--- config.mk ---
export PLATFORM = sky130hd
export DESIGN_NAME = micro_sequencer_flat
export DESIGN_NICKNAME = d
export VERILOG_FILES = /design/src/rtl/micro_pkg.sv /design/src/rtl/micro_sequencer_if.sv /design/src/rtl/micro_stack.sv /design/src/rtl/micro_sequencer.sv /design/src/flat_wrapper.sv
export SDC_FILE = /design/constraint.sdc
export NUM_CORES = 1
export LEC_CHECK = 0
export CORE_ASPECT_RATIO = 0.7
export CORE_MARGIN = 5
export CORE_UTILIZATION = 45
export DETAILED_ROUTE_END_ITERATION = 12
export DONT_BUFFER_PORTS = 1
export SETUP_SLACK_MARGIN = 0.5
export SYNTH_ARGS = -nofsm -noshare
export SYNTH_HDL_FRONTEND = slang
export SYNTH_HIERARCHICAL = 1
export SYNTH_SLANG_ARGS = --single-unit
--- constraint.sdc ---
create_clock -name clk -period 2.85 [get_ports clk]
set_input_delay 0.285 -clock clk [delete_from_list [all_inputs] [get_ports clk]]
set_output_delay 0.285 -clock clk [all_outputs]
set_load 0.02 [all_outputs]
--- src/rtl/micro_pkg.sv ---
// ----------------------------------------------------------------------------
// micro_pkg
// Shared definitions for the micro-sequencer slice:
//   - STATE_W_DEFAULT : default width of a control-unit state number
//   - sel_e           : next-state mode select encodings
// ----------------------------------------------------------------------------
package micro_pkg;

    localparam int STATE_W_DEFAULT = 7;

    typedef enum logic [2:0] {
        SEL_ENC   = 3'd0,   // load decoded state from the instruction encoder
        SEL_FETCH = 3'd1,   // go to the fetch state
        SEL_INC   = 3'd2,   // state + 1
        SEL_JMP   = 3'd3,   // load literal target
        SEL_CJMP  = 3'd4,   // conditional jump, else state + 1
        SEL_WAIT  = 3'd5,   // stall until memory operation completes
        SEL_CALL  = 3'd6,   // push return state, load literal target
        SEL_RET   = 3'd7    // pop return state
    } sel_e;

endpackage

--- src/rtl/micro_sequencer_if.sv ---
// ----------------------------------------------------------------------------
// micro_sequencer_if
// Bundles the sequencer's control inputs and status outputs.
//   master : drives enc_state, cr_addr, sel, cond, inv, moc;
//            observes state, stack_full, stack_empty, err
//   slave  : the sequencer itself (opposite directions)
// ----------------------------------------------------------------------------
interface micro_sequencer_if
    import micro_pkg::*;
#(
    parameter int STATE_W = STATE_W_DEFAULT
);
    logic [STATE_W-1:0] enc_state;
    logic [STATE_W-1:0] cr_addr;
    sel_e               sel;
    logic               cond;
    logic               inv;
    logic               moc;
    logic [STATE_W-1:0] state;
    logic               stack_full;
    logic               stack_empty;
    logic               err;

    modport master (
        output enc_state, cr_addr, sel, cond, inv, moc,
        input  state, stack_full, stack_empty, err
    );

    modport slave (
        input  enc_state, cr_addr, sel, cond, inv, moc,
        output state, stack_full, stack_empty, err
    );
endinterface

--- src/rtl/micro_stack.sv ---
// ----------------------------------------------------------------------------
// micro_stack
// LIFO return stack with a combinational top-of-stack output so a pop
// completes in a single cycle.
//   clk   : rising-edge clock
//   reset : asynchronous active-low reset (empties the stack)
//   push  : write din as new top (ignored when full)
//   pop   : discard top entry (ignored when empty)
//   din   : value to push
//   dout  : current top entry (0 when empty)
//   full  : entry count == DEPTH
//   empty : entry count == 0
// ----------------------------------------------------------------------------
module micro_stack #(
    parameter int WIDTH = 7,
    parameter int DEPTH = 4
) (
    input  logic             clk,
    input  logic             reset,
    input  logic             push,
    input  logic             pop,
    input  logic [WIDTH-1:0] din,
    output logic [WIDTH-1:0] dout,
    output logic             full,
    output logic             empty
);
    localparam int CNT_W = $clog2(DEPTH + 1);
    localparam int PTR_W = $clog2(DEPTH);

    if (DEPTH < 2 || DEPTH > 16) begin : g_depth_check
        $error("micro_stack: DEPTH must be between 2 and 16");
    end

    logic [WIDTH-1:0] mem [DEPTH];
    logic [CNT_W-1:0] count;
    logic [CNT_W-1:0] top;

    assign top   = count - CNT_W'(1);
    assign full  = (count == CNT_W'(DEPTH));
    assign empty = (count == '0);
    assign dout  = empty ? '0 : mem[top[PTR_W-1:0]];

    // NOTE: storage is deliberately not reset; clearing the count is enough
    // to discard the contents, and it keeps the array a plain register file.
    always_ff @(posedge clk) begin
        if (push && !full) begin
            mem[count[PTR_W-1:0]] <= din;
        end
    end

    // Push has priority; the sequencer never requests both in one cycle.
    always_ff @(posedge clk or negedge reset) begin
        if (!reset) begin
            count <= '0;
        end else if (push && !full) begin
            count <= count + CNT_W'(1);
        end else if (pop && !empty) begin
            count <= count - CNT_W'(1);
        end
    end
endmodule

--- src/rtl/micro_sequencer.sv ---
// ----------------------------------------------------------------------------
// micro_sequencer
// Control-unit next-state sequencer with a call/return stack.
//   clk   : rising-edge clock
//   reset : asynchronous active-low reset
//   bus   : micro_sequencer_if.slave
//           in : enc_state, cr_addr, sel, cond, inv, moc
//           out: state (registered), stack_full, stack_empty, err (sticky)
// ----------------------------------------------------------------------------
module micro_sequencer
    import micro_pkg::*;
#(
    parameter int STATE_W     = STATE_W_DEFAULT,
    parameter int STACK_DEPTH = 4,
    parameter int RESET_STATE = 0,
    parameter int FETCH_STATE = 1
) (
    input logic                clk,
    input logic                reset,
    micro_sequencer_if.slave   bus
);
    localparam logic [STATE_W-1:0] RESET_S = STATE_W'(RESET_STATE);
    localparam logic [STATE_W-1:0] FETCH_S = STATE_W'(FETCH_STATE);

    logic [STATE_W-1:0] state_q;
    logic [STATE_W-1:0] next_state;
    logic [STATE_W-1:0] inc;
    logic [STATE_W-1:0] stack_top;
    logic               err_q;
    logic               set_err;
    logic               push;
    logic               pop;
    logic               full;
    logic               empty;

    // Wraps naturally modulo 2^STATE_W.
    assign inc = state_q + STATE_W'(1);

    micro_stack #(
        .WIDTH (STATE_W),
        .DEPTH (STACK_DEPTH)
    ) u_stack (
        .clk   (clk),
        .reset (reset),
        .push  (push),
        .pop   (pop),
        .din   (inc),
        .dout  (stack_top),
        .full  (full),
        .empty (empty)
    );

    // NOTE: every output of this block gets a default first so no path can
    // leave a value unassigned and infer a latch.
    always_comb begin
        next_state = state_q;
        push       = 1'b0;
        pop        = 1'b0;
        set_err    = 1'b0;
        case (bus.sel)
            SEL_ENC:   next_state = bus.enc_state;
            SEL_FETCH: next_state = FETCH_S;
            SEL_INC:   next_state = inc;
            SEL_JMP:   next_state = bus.cr_addr;
            SEL_CJMP:  next_state = (bus.cond ^ bus.inv) ? bus.cr_addr : inc;
            SEL_WAIT:  next_state = bus.moc ? inc : state_q;
            SEL_CALL: begin
                if (!full) begin
                    push       = 1'b1;
                    next_state = bus.cr_addr;
                end else begin
                    set_err    = 1'b1;
                end
            end
            SEL_RET: begin
                if (!empty) begin
                    pop        = 1'b1;
                    next_state = stack_top;
                end else begin
                    next_state = FETCH_S;
                    set_err    = 1'b1;
                end
            end
            // An unknown select holds state and never touches the stack.
            default:   next_state = state_q;
        endcase
    end

    always_ff @(posedge clk or negedge reset) begin
        if (!reset) begin
            state_q <= RESET_S;
            err_q   <= 1'b0;
        end else begin
            state_q <= next_state;
            if (set_err) begin
                err_q <= 1'b1;
            end
        end
    end

    always_ff @(posedge clk) begin
        if (reset) begin
            assert (!$isunknown(bus.sel))
                else $warning("micro_sequencer: sel is unknown");
        end
    end

    assign bus.state       = state_q;
    assign bus.stack_full  = full;
    assign bus.stack_empty = empty;
    assign bus.err         = err_q;
endmodule

--- src/flat_wrapper.sv ---
// flat-port wrapper written by rule: the top's interface ports become plain ports
module micro_sequencer_flat import micro_pkg::*;
#(
    parameter int STATE_W     = STATE_W_DEFAULT,
    parameter int STACK_DEPTH = 4,
    parameter int RESET_STATE = 0,
    parameter int FETCH_STATE = 1
)
  (clk, reset, bus_enc_state, bus_cr_addr, bus_sel, bus_cond, bus_inv, bus_moc, bus_state, bus_stack_full, bus_stack_empty, bus_err);
  micro_sequencer_if #(.STATE_W(STATE_W)) bus_i ();
  input logic clk;
  input logic reset;
  input wire logic [$bits(bus_i.enc_state)-1:0] bus_enc_state;
  input wire logic [$bits(bus_i.cr_addr)-1:0] bus_cr_addr;
  input wire logic [$bits(bus_i.sel)-1:0] bus_sel;
  input wire logic [$bits(bus_i.cond)-1:0] bus_cond;
  input wire logic [$bits(bus_i.inv)-1:0] bus_inv;
  input wire logic [$bits(bus_i.moc)-1:0] bus_moc;
  output wire logic [$bits(bus_i.state)-1:0] bus_state;
  output wire logic [$bits(bus_i.stack_full)-1:0] bus_stack_full;
  output wire logic [$bits(bus_i.stack_empty)-1:0] bus_stack_empty;
  output wire logic [$bits(bus_i.err)-1:0] bus_err;
  assign bus_i.enc_state = bus_enc_state;
  assign bus_i.cr_addr = bus_cr_addr;
  assign bus_i.sel = bus_sel;
  assign bus_i.cond = bus_cond;
  assign bus_i.inv = bus_inv;
  assign bus_i.moc = bus_moc;
  assign bus_state = bus_i.state;
  assign bus_stack_full = bus_i.stack_full;
  assign bus_stack_empty = bus_i.stack_empty;
  assign bus_err = bus_i.err;
  micro_sequencer #(.STATE_W(STATE_W), .STACK_DEPTH(STACK_DEPTH), .RESET_STATE(RESET_STATE), .FETCH_STATE(FETCH_STATE)) u_core (.clk(clk), .reset(reset), .bus(bus_i));
endmodule
==> run_results.csv, run 1 <==
group,metric,value,unit
status,status,"complete, no violations",
drt,drcViolationCount,0,
worst_setup_path,crit_slowest_cell,"a2111oi_1",
worst_setup_path,cp-start-kind,"flop",
timing,relSlewSlack,62.6,%
clocking,root_buffer,"clkbuf_8",
drt,dr.pass1.iters,4,
floorplanning,chipWidth,95.2,um
drt,dr_wl_met3,497,um
placement,hpwl,3.76,mm
drt,routed_wl,5.03,mm
logic_synthesis,yosys_warnings,6,
drt,ant_nets,0,
worst_setup_path,critPathRequiredTime,3.01,ns
drt,wl_met2,2.18,mm
timing,maxClockFrequency,468,MHz
placement,io_buffer_count,0,
worst_setup_path,crit_path_max_fanout,9,
timing,skew,0.00456,ns
placement,gp_congestion,0.916,
timing,setup_violations,0,
logic_synthesis,yosysMostFrequentCell,"edfxtp_1",
logic_synthesis,synth_top_cell_area_share,36.7,%
timing,hold_viol,0,
pwr,finalPower,1.94,mW
drt,vias,1574,
logic_synthesis,avgSynthCellArea,11.6,um2
clocking,cts_buffers,5,
worst_setup_path,crit_path_end_kind,"flop",
worst_setup_path,crit_type,"flop to flop",
global_routing,antenna_found_initial,0,
logic_synthesis,ys_seq_elements,39,
clocking,htree_num_levels,2,
floorplanning,ioPinCount,32,
logic_synthesis,ys_seq_area_share,48.8,%
placement,place_inst,258,
logic_synthesis,syn-cell-area,2290,um2
global_routing,grt_max_degree,25,
finish,regArea,1120,um2
logic_synthesis,synth-main-ff-cell,"edfxtp_1",
worst_setup_path,path_cells,"inv_1, ha_4, mux4_2, nor2b_1, nand2_1, a311oi_1, a2111oi_1, o21ai_1",
logic_synthesis,synth_cell_types,55,
clocking,clockBufferDepth,2,
finish,finish.utilization,50.1,%
worst_setup_path,arrival,2.30,ns
pwr,p_per_area,798,nW/um2
pwr,ir_worst_vdd,667,uV
pwr,leakage,0.873,nW
timing,drv_slew,0,
run,cap_violations,0,
floorplanning,die_area,6630,um2
finish,area_growth,6.34,%
clocking,cts_setup_buffers,0,
global_routing,grt_pass1_vias,1511,
finish,multi_input_area,1070,um2
global_routing,overflow,0,
clocking,cts_tree,"yes",
clocking,clk_latency,0.29,ns
finish,instances_no_fill,267,
logic_synthesis,synth_edf_count,28,
floorplanning,die_h,69.7,um
drt,initialDrtViolationCount,124,
timing,rsz0062_at_grt,"false",
drt,route.top_layer_used,"met4",
finish,drive_above_1_share,14.1,%
timing,final.setup.tns,0,ns
finish,num-fill-cells,445,
global_routing,grt_pass1_wl,8.18,mm
drt,viasPerCell,5.90,
timing,tightest_slew,0.559,ns
logic_synthesis,synthCells,197,
logic_synthesis,synthTopCellsByCount,"28 x edfxtp_1, 14 x nand2_1, 14 x nor2b_1, 11 x dfrtp_1, 11 x inv_1",
hold_path,min_path_type,"primary input to flop",
floorplanning,start_util,47.1,%
floorplanning,coreArea,4860,um2
floorplanning,rows,21,
clocking,clkTransAtPathRegs,0.08,ns
logic_synthesis,synth_largest_area_cell,"edfxtp_1",
finish,diodes,0,
logic_synthesis,syn_nets,226,
timing,period_share,75.0,%
worst_setup_path,cp_slowest_stage_delay,0.45,ns
timing,finalCriticalPeriod,2.14,ns
finish,final_nets,226,
drt,drt-wirelength-per-cell,18.8,um
logic_synthesis,synth.area.top_cells,"edfxtp_1 37%, dfrtp_1 12%, mux4_2 6.9%, ha_1 3.8%, nor2b_1 3.8%",
drt,met1_length,2.33,mm
logic_synthesis,postSynth.asyncResetShare,28.2,%
clocking,cts.sinks,39,
global_routing,grt.total_usage,16.0,%
==> worst paths after layout <==
| path | startpoint | endpoint | slack (ns) | cells after the start |
|---|---|---|---|---|
| hold / removal | bus_sel[0] | u_core/bus.err | 0.19 | 2 |
| min in group asynchronous | reset | u_core/bus.state[5] | 0.42 | 1 |
| max in group asynchronous | reset | u_core/bus.state[1] | 2.06 | 1 |
| setup / recovery | u_core/u_stack/count[1] | u_core/bus.state[5] | 0.71 | 8 |
| hold reg to reg | u_core/u_stack/count[1] | u_core/u_stack/count[1] | 0.61 | 2 |
| setup reg to reg | u_core/u_stack/count[1] | u_core/bus.state[5] | 0.71 | 8 |
==> layer usage <==
| layer | GRT usage (%) | vias up |
|---|---|---|
| met5 | 0 | - |
| met2 | 21.1 | 47 |
| met1 | 24.5 | 780 |
| met4 | 4.00 | 0 |
| met3 | 5.53 | 4 |
| li1 | - | 743 |
==> what timing repair did <==
action,in CTS,in global routing
hold buffers,1,0
endpoints found under the hold margin,11,0
gates resized for setup,1,6
pin swaps,0,0
gates cloned,0,0
setup endpoints to repair,1,30
==> kinds of logic after synthesis <==
logic type | share of synthesized area, %
adders and majority gates | 3.83
and+or+nand+nor | 16.6
AOI/OAI and AO/OA | 15.6
xor gates and xnor gates | 3.01
muxes | 6.89
buffers and inverters | 5.36
DFF | 48.8
==> placed cells by master, fill, tap and decap left out, drive strengths merged, types with 3 or more instances in the layout <==
cell type / netlist / final
a211o: 3 / 3
a21oi: 9 / 9
and2: 8 / 8
and3: 4 / 4
buf: 9 / 3
clkbuf: 2 / 5
dfrtp: 11 / 11
edfxtp: 28 / 28
ha: 7 / 7
inv: 11 / 11
mux4: 7 / 7
nand2: 14 / 14
nand2b: 4 / 4
nand3: 5 / 5
nand3b: 3 / 3
nor2: 4 / 4
nor2b: 14 / 14
o21a: 3 / 3
o21ai: 11 / 11
xnor2: 6 / 6
==> worst max-delay path: cells and delay by family (launching register included) <==
family / cells / cell delay, ns
compound gates: 3 / 0.65
mux: 1 / 0.30
buf+inv: 1 / 0.11
simple gates: 2 / 0.21
flops: 1 / 0.39
fa+ha+maj: 1 / 0.35
==> state kept, by name (all words and copies together) (netlist names) <==
signal and flops:
u_core/u_stack/mem 28, u_core/bus.state 7, u_core/u_stack/count 3, u_core/bus.err 1
==> power by group <==
group / leakage (nW) / switching, mW / internal (mW)
clock: 0.0402 / 0.196 / 0.170
combinational: 0.446 / 0.390 / 0.359
sequential: 0.387 / 0.104 / 0.723
total: 0.873 / 0.689 / 1.25
==> layout make-up <==
class                      instances  area share, %
clock buffer                       5           2.83
clock inverter                     3          0.823
inverter                          11           1.70
multi-input combinational        136           43.9
sequential                        39           45.9
tap                               69           3.55
timing repair buffer               4           1.34
==> through the flow <==
step / setup slack [ns] / instance area [um2] / hold slack (ns)
2_1_floorplan: 0.624 / 2290 / -0.0106
3_3_place_gp: 0.494 / 2320 / -0.0102
3_5_place_dp: 0.448 / 2320 / -0.0102
4_1_cts: 0.534 / 2420 / 0.190
5_1_grt: 0.549 / 2430 / 0.192
6_report: 0.712 / 2430 / 0.195
(Power assumes the default switching activity.)
==> run 2: changes to the inputs <==
==> constraint.sdc (replaced) <==
create_clock -name clk -period 1.9 [get_ports clk]
set_input_delay 0.19 -clock clk [delete_from_list [all_inputs] [get_ports clk]]
set_output_delay 0.19 -clock clk [all_outputs]
set_load 0.02 [all_outputs]
==> run 2 against run 1 <==
- the flow now finishes with violations (negative setup slack)
- worst setup slack worse by 0.84 ns
- total power up 92%
- via count up 7.3%
- global-route usage up 1.6 points
- critical endpoint is now u_core/bus.state[6]
==> run_results.csv, run 2 (synthesis results as in run 1) <==
group,metric,value,unit
timing,fin_ws,-0.130,ns
worst_setup_path,startpoint,"u_core/u_stack/count[0]",
finish,drive_above_1_share,37.6,%
drt,drt-wirelength-per-cell,19.7,um
pwr,finalPower,3.73,mW
hold_path,hold_depth,2,
worst_setup_path,crit_path_max_fanout,6,
hold_path,min_path_type,"primary input to flop",
finish,largest_register_ff_count,28,
clocking,clk_latency,0.29,ns
status,status,"finished, violations left",
worst_setup_path,crit_path_end_kind,"flop",
floorplanning,die_h,69.7,um
drt,initialDrtViolationCount,160,
worst_setup_path,arrival,2.21,ns
global_routing,grt_pass1_wl,8.84,mm
clocking,clkTransAtPathRegs,0.08,ns
timing,period_share,107,%
finish,final_common_cell,"edfxtp_1",
clocking,htree_num_levels,2,
worst_setup_path,rr_worst_depth,10,
timing,tightest_slew,0.604,ns
floorplanning,chipWidth,95.2,um
clocking,cts.sinks,39,
placement,hpwl,4.01,mm
placement,io_buffer_count,0,
timing,maxClockFrequency,493,MHz
worst_setup_path,path_cells,"inv_4, buf_4, ha_4, ha_4, and2b_2, buf_4, buf_4, a21oi_4, o221ai_2, a22o_1",
pwr,leakage,1.08,nW
drt,routed_wl,5.84,mm
placement,gp_congestion,0.884,
global_routing,grt_max_degree,25,
worst_setup_path,rr_startpoint,"u_core/u_stack/count[0]",
pwr,ir_worst_vdd,894,uV
clocking,cts_buffers,5,
finish,stdcell_area,2910,um2
global_routing,grt_pass1_vias,1625,
worst_setup_path,critPathRequiredTime,2.08,ns
floorplanning,coreArea,4860,um2
timing,skew,0.00490,ns
placement,place_area,2450,um2
worst_setup_path,crit_slowest_cell,"dfrtp_2",
drt,ant_nets,0,
global_routing,overflow,0,
floorplanning,rows,21,
worst_setup_path,crit_top_cell,"buf_4",
finish,final_nets,254,
timing,drv_slew,0,
worst_setup_path,cp-start-kind,"flop",
run,cap_violations,0,
drt,viasPerCell,5.71,
hold_path,holdPathEnd,"u_core/bus.err",
timing,final.setup.tns,-0.465,ns
hold_path,min_from,"bus_sel[0]",
clocking,clockBufferDepth,2,
floorplanning,die_area,6630,um2
pwr,p_per_area,1280,nW/um2
drt,dr.pass1.iters,4,
global_routing,grt.total_usage,17.6,%
finish,num-fill-cells,381,
timing,setup_violations,8,
floorplanning,start_util,47.1,%
finish,layout_common_cells,"28 x edfxtp_1, 23 x buf_4, 14 x nand2_1, 13 x nor2b_1",
clocking,cts_tree,"yes",
worst_setup_path,cp_slowest_stage_delay,0.45,ns
timing,hold_viol,0,
worst_setup_path,r2r-end,"u_core/bus.state[6]",
timing,relSlewSlack,59.6,%
worst_setup_path,r2r_slack,-0.13,ns
finish,area_growth,27.3,%
floorplanning,ioPinCount,32,
timing,rsz0062_at_grt,"true",
status,violations,"negative setup slack",
timing,finalCriticalPeriod,2.03,ns
finish,finish.utilization,59.9,%
drt,drcViolationCount,0,
global_routing,antenna_found_initial,1,
worst_setup_path,crit_type,"flop to flop",
placement,post-place-ws,-0.263,ns
drt,vias,1689,
clocking,root_buffer,"clkbuf_8",
run 2: cell types whose count changed in the layout (fill, tap and decap cells not counted), sizes merged:
| cell | previous run | this run |
|---|---|---|
| buf | 3 | 30 |
| clkbuf | 5 | 6 |
| diode | 0 | 1 |
| clkinv | 1 | 2 |
| clkinvlp | 2 | 1 |
run 2: cell type report:
class	instances	area [um2]	area share (%)
well taps	69	86.3	2.96
diodes	1	2.50	0.0859
inverters	11	43.8	1.50
clock inverters	3	25.0	0.859
clock buffers	5	68.8	2.36
multi-input cells	136	1270	43.6
repair buffers	32	295	10.1
flip-flops and latches	39	1120	38.4
run 2: critical path: cells and delay by family (launching register included):
family / cells / cell delay, ns
buffers and inverters: 4 / 0.48
flip-flops: 1 / 0.45
adder cells (fa/ha/maj): 2 / 0.29
AO/OA/AOI/OAI: 3 / 0.42
AND/OR/NAND/NOR: 1 / 0.28
run 2: worst max path at each step:
stage	endpoint	slack [ns]	cells past startpoint
6_report	u_core/bus.state[6]	-0.13	10
5_1_grt	u_core/bus.state[0]	-0.20	8
4_1_cts	u_core/bus.state[2]	-0.1	8
3_5_place_dp	u_core/bus.state[5]	-0.26	7
3_3_place_gp	u_core/bus.state[5]	-0.15	7
2_1_floorplan	u_core/bus.state[2]	-0.12	10
run 2: timing repair:
item	CTS	global route
hold endpoints to repair	11	0
hold buffers	1	0
setup buffers	8	9
pin swaps	13	6
resized for setup	26	15
cloned	0	1
setup endpoints to repair	53	49
run 2: power breakdown:
part	switching (mW)	leakage, nW	total, mW	internal (mW)
clock	0.312	0.0443	0.575	0.262
combinational	0.826	0.655	1.88	1.06
sequential	0.181	0.384	1.27	1.09
total	1.32	1.08	3.73	2.41
run 2: per-stage QoR:
stage	std cells	hold WS (ns)
after floorplan	197	-0.106
after global placement	268	-0.105
after detailed placement	268	-0.105
after CTS	285	0.0799
after global routing	296	0.112
final	296	0.117
run 2: routing by layer:
metal / track usage [%] / wire length [um]
met5: 0 / 0
met4: 3.68 / 12
met3: 5.10 / 453
met2: 25.3 / 2650
met1: 26.1 / 2720
==> run 3: changes to the inputs <==
--- a/config.mk
+++ b/config.mk
@@ -5,8 +5,9 @@
 export SDC_FILE = /design/constraint.sdc
 export NUM_CORES = 1
 export LEC_CHECK = 0
+export CAP_MARGIN = 30
 export CORE_ASPECT_RATIO = 0.7
-export CORE_MARGIN = 5
+export CORE_MARGIN = 1
 export CORE_UTILIZATION = 45
 export DETAILED_ROUTE_END_ITERATION = 12
 export DONT_BUFFER_PORTS = 1
==> run 3 against run 2 <==
- the flow still finishes with violations (negative setup slack)
- count of clock-buffer cells in the layout stayed put
- routed wire length is 6.4% lower
- combinational power is 5% lower
- die area is 19% lower
- design area is 0.43% lower
- global-route usage is 3.4 points higher
- non-clock buffer count is 3 lower
- maximum frequency is 0.71% lower
- first-iteration DRC count stayed put
- sequential power hardly changed
- total power is 3.8% higher
- register-to-register slack hardly changed
- largest cell class unchanged
- largest power group unchanged
- highest routed layer unchanged
==> run_results.csv, run 3 (synthesis results as in run 1) <==
group,metric,value,unit
timing,rsz0062_at_grt,"true",
timing,skew,0.00547,ns
drt,vias,1649,
run,cap_violations,0,
drt,viasPerCell,5.65,
timing,tightest_slew,0.649,ns
pwr,p_per_area,1330,nW/um2
placement,gp_congestion,0.871,
hold_path,min_path_type,"primary input to flop",
finish,largest_register_ff_count,28,
worst_setup_path,crit_path_max_fanout,4,
timing,setup_violations,9,
drt,drcViolationCount,0,
timing,fin_hold_ws,0.0878,ns
drt,dr.pass1.iters,4,
placement,hpwl,3.78,mm
timing,period_share,108,%
finish,finish.utilization,60.0,%
worst_setup_path,crit_slowest_cell,"dfrtp_1",
timing,hold_viol,0,
floorplanning,chipWidth,87.2,um
pwr,ir_worst_vdd,683,uV
placement,post-place-ws,-0.159,ns
timing,drv_slew,0,
clocking,cts_tree,"yes",
clocking,cts_buffers,5,
floorplanning,ioPinCount,32,
worst_setup_path,crit_type,"flop to flop",
global_routing,grt_pass1_vias,1548,
timing,maxClockFrequency,489,MHz
placement,place_inst,269,
status,violations,"negative setup slack",
hold_path,holdPathEnd,"u_core/bus.err",
worst_setup_path,r2r_slack,-0.14,ns
worst_setup_path,critPathRequiredTime,2.07,ns
worst_setup_path,rr_worst_depth,9,
floorplanning,start_util,47.3,%
worst_setup_path,crit_path_end_kind,"flop",
worst_setup_path,path_cells,"inv_4, ha_4, buf_6, mux4_2, nor2b_1, nand2_1, o21ai_1, a221oi_2, o21ai_1",
clocking,clk_latency,0.29,ns
floorplanning,die_h,61.7,um
clocking,clkTransAtPathRegs,0.08,ns
floorplanning,die_area,5380,um2
floorplanning,coreArea,4830,um2
floorplanning,rows,21,
worst_setup_path,r2r-end,"u_core/bus.state[3]",
finish,diodes,0,
clocking,clockBufferDepth,2,
finish,layout_common_cells,"28 x edfxtp_1, 20 x buf_4, 14 x nand2_1, 12 x nor2b_1, 8 x inv_1",
finish,drive_above_1_share,37.2,%
pwr,leakage,1.09,nW
drt,initialDrtViolationCount,160,
global_routing,grt_pass1_wl,8.00,mm
hold_path,hold_depth,2,
global_routing,antenna_found_initial,0,
finish,final_nets,251,
timing,relSlewSlack,56.6,%
worst_setup_path,startpoint,"u_core/u_stack/count[0]",
worst_setup_path,rr_startpoint,"u_core/u_stack/count[0]",
hold_path,min_from,"bus_sel[0]",
worst_setup_path,arrival,2.22,ns
timing,fin_ws,-0.144,ns
clocking,htree_num_levels,2,
drt,drt-wirelength-per-cell,18.7,um
global_routing,grt.total_usage,21.0,%
drt,routed_wl,5.46,mm
global_routing,overflow,0,
timing,finalCriticalPeriod,2.04,ns
global_routing,grt_max_degree,25,
finish,final_common_cell,"edfxtp_1",
clocking,cts.sinks,39,
worst_setup_path,crit_top_cell,"o21ai_1",
worst_setup_path,cp_slowest_stage_delay,0.43,ns
drt,ant_nets,0,
worst_setup_path,cp-start-kind,"flop",
finish,instances_no_fill,292,
finish,area_growth,26.7,%
clocking,root_buffer,"clkbuf_8",
placement,io_buffer_count,0,
status,status,"finished, violations left",
pwr,finalPower,3.87,mW
## run 3: cell types whose count changed in the layout (fill, tap and decap cells not counted), sizes merged
cell | previous run | this run
buf | 30 | 28
bufinv | 0 | 2
clkinv | 2 | 0
clkbuf | 6 | 5
diode | 1 | 0
## run 3: layout make-up
class / count / area, um2
Sequential cell: 39 / 1120
Timing Repair Buffer: 29 / 268
Clock inverter: 3 / 67.6
Tap cell: 69 / 86.3
Fill cell: 403 / 1930
Multi-Input combinational cell: 136 / 1240
Clock buffer: 5 / 68.8
Inverter: 11 / 46.3
## run 3: worst max-delay path by stage
stage	slack, ns	cells past startpoint	endpoint
2_1_floorplan	-0.12	10	u_core/bus.state[2]
5_1_grt	-0.19	9	u_core/bus.state[5]
4_1_cts	-0.08	8	u_core/bus.state[2]
3_3_place_gp	-0.15	7	u_core/bus.state[5]
3_5_place_dp	-0.16	8	u_core/bus.state[5]
6_report	-0.14	9	u_core/bus.state[3]
## run 3: per-layer routing
| layer | vias up | track usage [%] | share of wire, % |
|---|---|---|---|
| met5 | - | 0 | 0 |
| met4 | 0 | 6.32 | 0.66 |
| met3 | 4 | 5.23 | 8.2 |
| met2 | 66 | 30.9 | 43 |
| met1 | 794 | 30.9 | 48 |
| li1 | 785 | - | - |
## run 3: what timing repair did
item,in CTS,in global routing
setup buffers,7,7
endpoints found under the hold margin,11,0
pin swaps,5,12
hold buffers,1,0
setup endpoints to repair,49,53
gates resized for setup,29,15
## run 3: power by group
part / switching [mW] / internal (mW) / total (mW)
Clock: 0.301 / 0.524 / 0.824
Sequential: 0.164 / 1.09 / 1.25
Combinational: 0.795 / 0.994 / 1.79
Total: 1.26 / 2.61 / 3.87
## run 3: per-stage QoR
step / TNS (ns) / area [um2]
global placement: -0.367 / 2460
CTS: -0.311 / 2780
floorplan: -0.404 / 2360
finish: -0.550 / 2900
detailed placement: -0.477 / 2460
global route: -2.67 / 2900
## run 3: critical path: cells and delay by family, from the launching register on
kind                       cells  cell delay (ns)
muxes                          1             0.29
and+or+nand+nor                2             0.21
buffers and inverters          2             0.19
AOI/OAI and AO/OA              3             0.48
DFF                            1             0.43
adders and majority gates      1             0.32
==> variant: new RTL, config.mk and constraints of run 2 <==
The package constant `STATE_W_DEFAULT` goes from 7 to 14.
--- a/src/rtl/micro_pkg.sv
+++ b/src/rtl/micro_pkg.sv
@@ -7,5 +7,5 @@
 package micro_pkg;
 
-    localparam int STATE_W_DEFAULT = 7;
+    localparam int STATE_W_DEFAULT = 14;
 
     typedef enum logic [2:0] {
Ports: changed (resized bus_cr_addr, bus_enc_state and bus_state); port bits go from 32 to 53. The function was not compared with the original's and may differ.
==> variant against run 2 <==
The flow still finishes with violations (setup timing); total power up 92%; sequential power up 83%; area after synthesis up 68%; sequential cell count up 35; first-iteration DRC count up 57%; worst setup slack better by 0.094 ns; final area up 76%; routed wire length up 90%; critical path depth down 2; die area up 59%; critical endpoint is now u_core/bus.state[7]; largest cell class is now flip-flops and latches.
==> variant: results <==
group,metric,value,unit
synthesis,synthAdderAreaFrac,2.27,%
timing,hold_slack,0.0145,ns
power_and_ir_drop,p_leak,1.93,nW
placement,dp_hpwl,7.08,mm
timing,setup_viol,17,
routing,drt-initial-drc-count,252,
critical_path,cp.arrival,2.14,ns
status,violations,"setup timing",
cells_and_area,final-seq-area,2150,um^2
synthesis,synth_xor_xnor_area_share,3.38,%
global_routing,grt_usage,21.9,%
clock_tree,cts_setup_buffers,13,
synthesis,synth-compound-area-share,11.0,%
cells_and_area,finalNonFillerCells,460,
placement,dpl_worst_slack,-0.261,ns
cells_and_area,nFillCells,632,
routing,wl_met3,882,um
cells_and_area,antenna-diode-count,0,
status,status,"finished with violations",
power_and_ir_drop,ir_drop,0.691,mV
cells_and_area,final_layout_size_suffix_gt1_share,46.8,%
clock_tree,clk_pin_slew,0.06,ns
clock_tree,cts_buffers,9,
synthesis,synth_area_leaders,"edfxtp_1 44%, dfrtp_1 12%, mux4_2 8.2%, nor2b_1 2.8%, nand2_1 2.7%",
timing,worst_pin_slew,1.09,ns
cells_and_area,fin_nets,393,
clock_tree,cts_resized,51,
global_routing,grt_pass1_vias,2812,
placement,placed_cells,419,
clock_tree,hold_buffers,2,
placement,place_congestion,0.858,
clock_tree,ctsRootBufferMaster,"clkbuf_16",
global_routing,grt_antenna_before_repair,0,
timing,postLayoutSetupSlackWorst,-0.0354,ns
routing,drt-total-wl,11.1,mm
synthesis,ys_top_cells_by_count,"56 x edfxtp_1, 28 x nand2_1, 18 x dfrtp_1, 17 x nor2b_1",
synthesis,async_flop_share,24.3,%
synthesis,ys_seq_area_share,55.4,%
routing,vias_per_cell,5.98,
cells_and_area,largest_reg_flops,56,
routing,drt_pre_antenna_iters,5,
routing,routed-wl-met2,5.33,mm
critical_path,crit_family,"compound AO/OA/AOI/OAI gates",
global_routing,use_met1,30.1,%
timing,clock-skew-final,0.00632,ns
routing,wl_met1,4.76,mm
synthesis,synth_edf_count,56,
clock_tree,clk_latency,0.34,ns
timing,tns,-0.313,ns
placement,dpl-instance-area,4250,um^2
synthesis,synthMuxAreaShare,8.71,%
global_routing,grt_pass1_wl,16.8,mm
synthesis,synth_nets,333,
synthesis,netlist_instances,290,
==> variant: worst paths after layout <==
kind	end	start	cells after the start
min in group asynchronous	u_core/bus.state[6]	reset	1
setup reg to reg	u_core/bus.state[7]	u_core/u_stack/count[0]	8
setup / recovery	u_core/bus.state[7]	u_core/u_stack/count[0]	8
hold reg to reg	u_core/bus.state[11]	u_core/bus.state[11]	2
hold / removal	u_core/bus.state[2]	bus_sel[1]	2
max in group asynchronous	u_core/u_stack/count[0]	reset	1
==> variant: cell type report <==
type	instances	share of cell area [%]
clock buffers	9	4.40
repair buffers	62	11.2
clock inverters	7	1.34
multi-input cells	197	38.0
flip-flops and latches	74	41.9
well taps	105	2.56
inverters	6	0.586
==> variant: power by group <==
group / switching [W] / total [W] / internal (W)
clock network: 0.000666 / 0.00168 / 0.00101
registers: 0.000259 / 0.00232 / 0.00206
logic: 0.00147 / 0.00315 / 0.00169
total: 0.00239 / 0.00715 / 0.00476
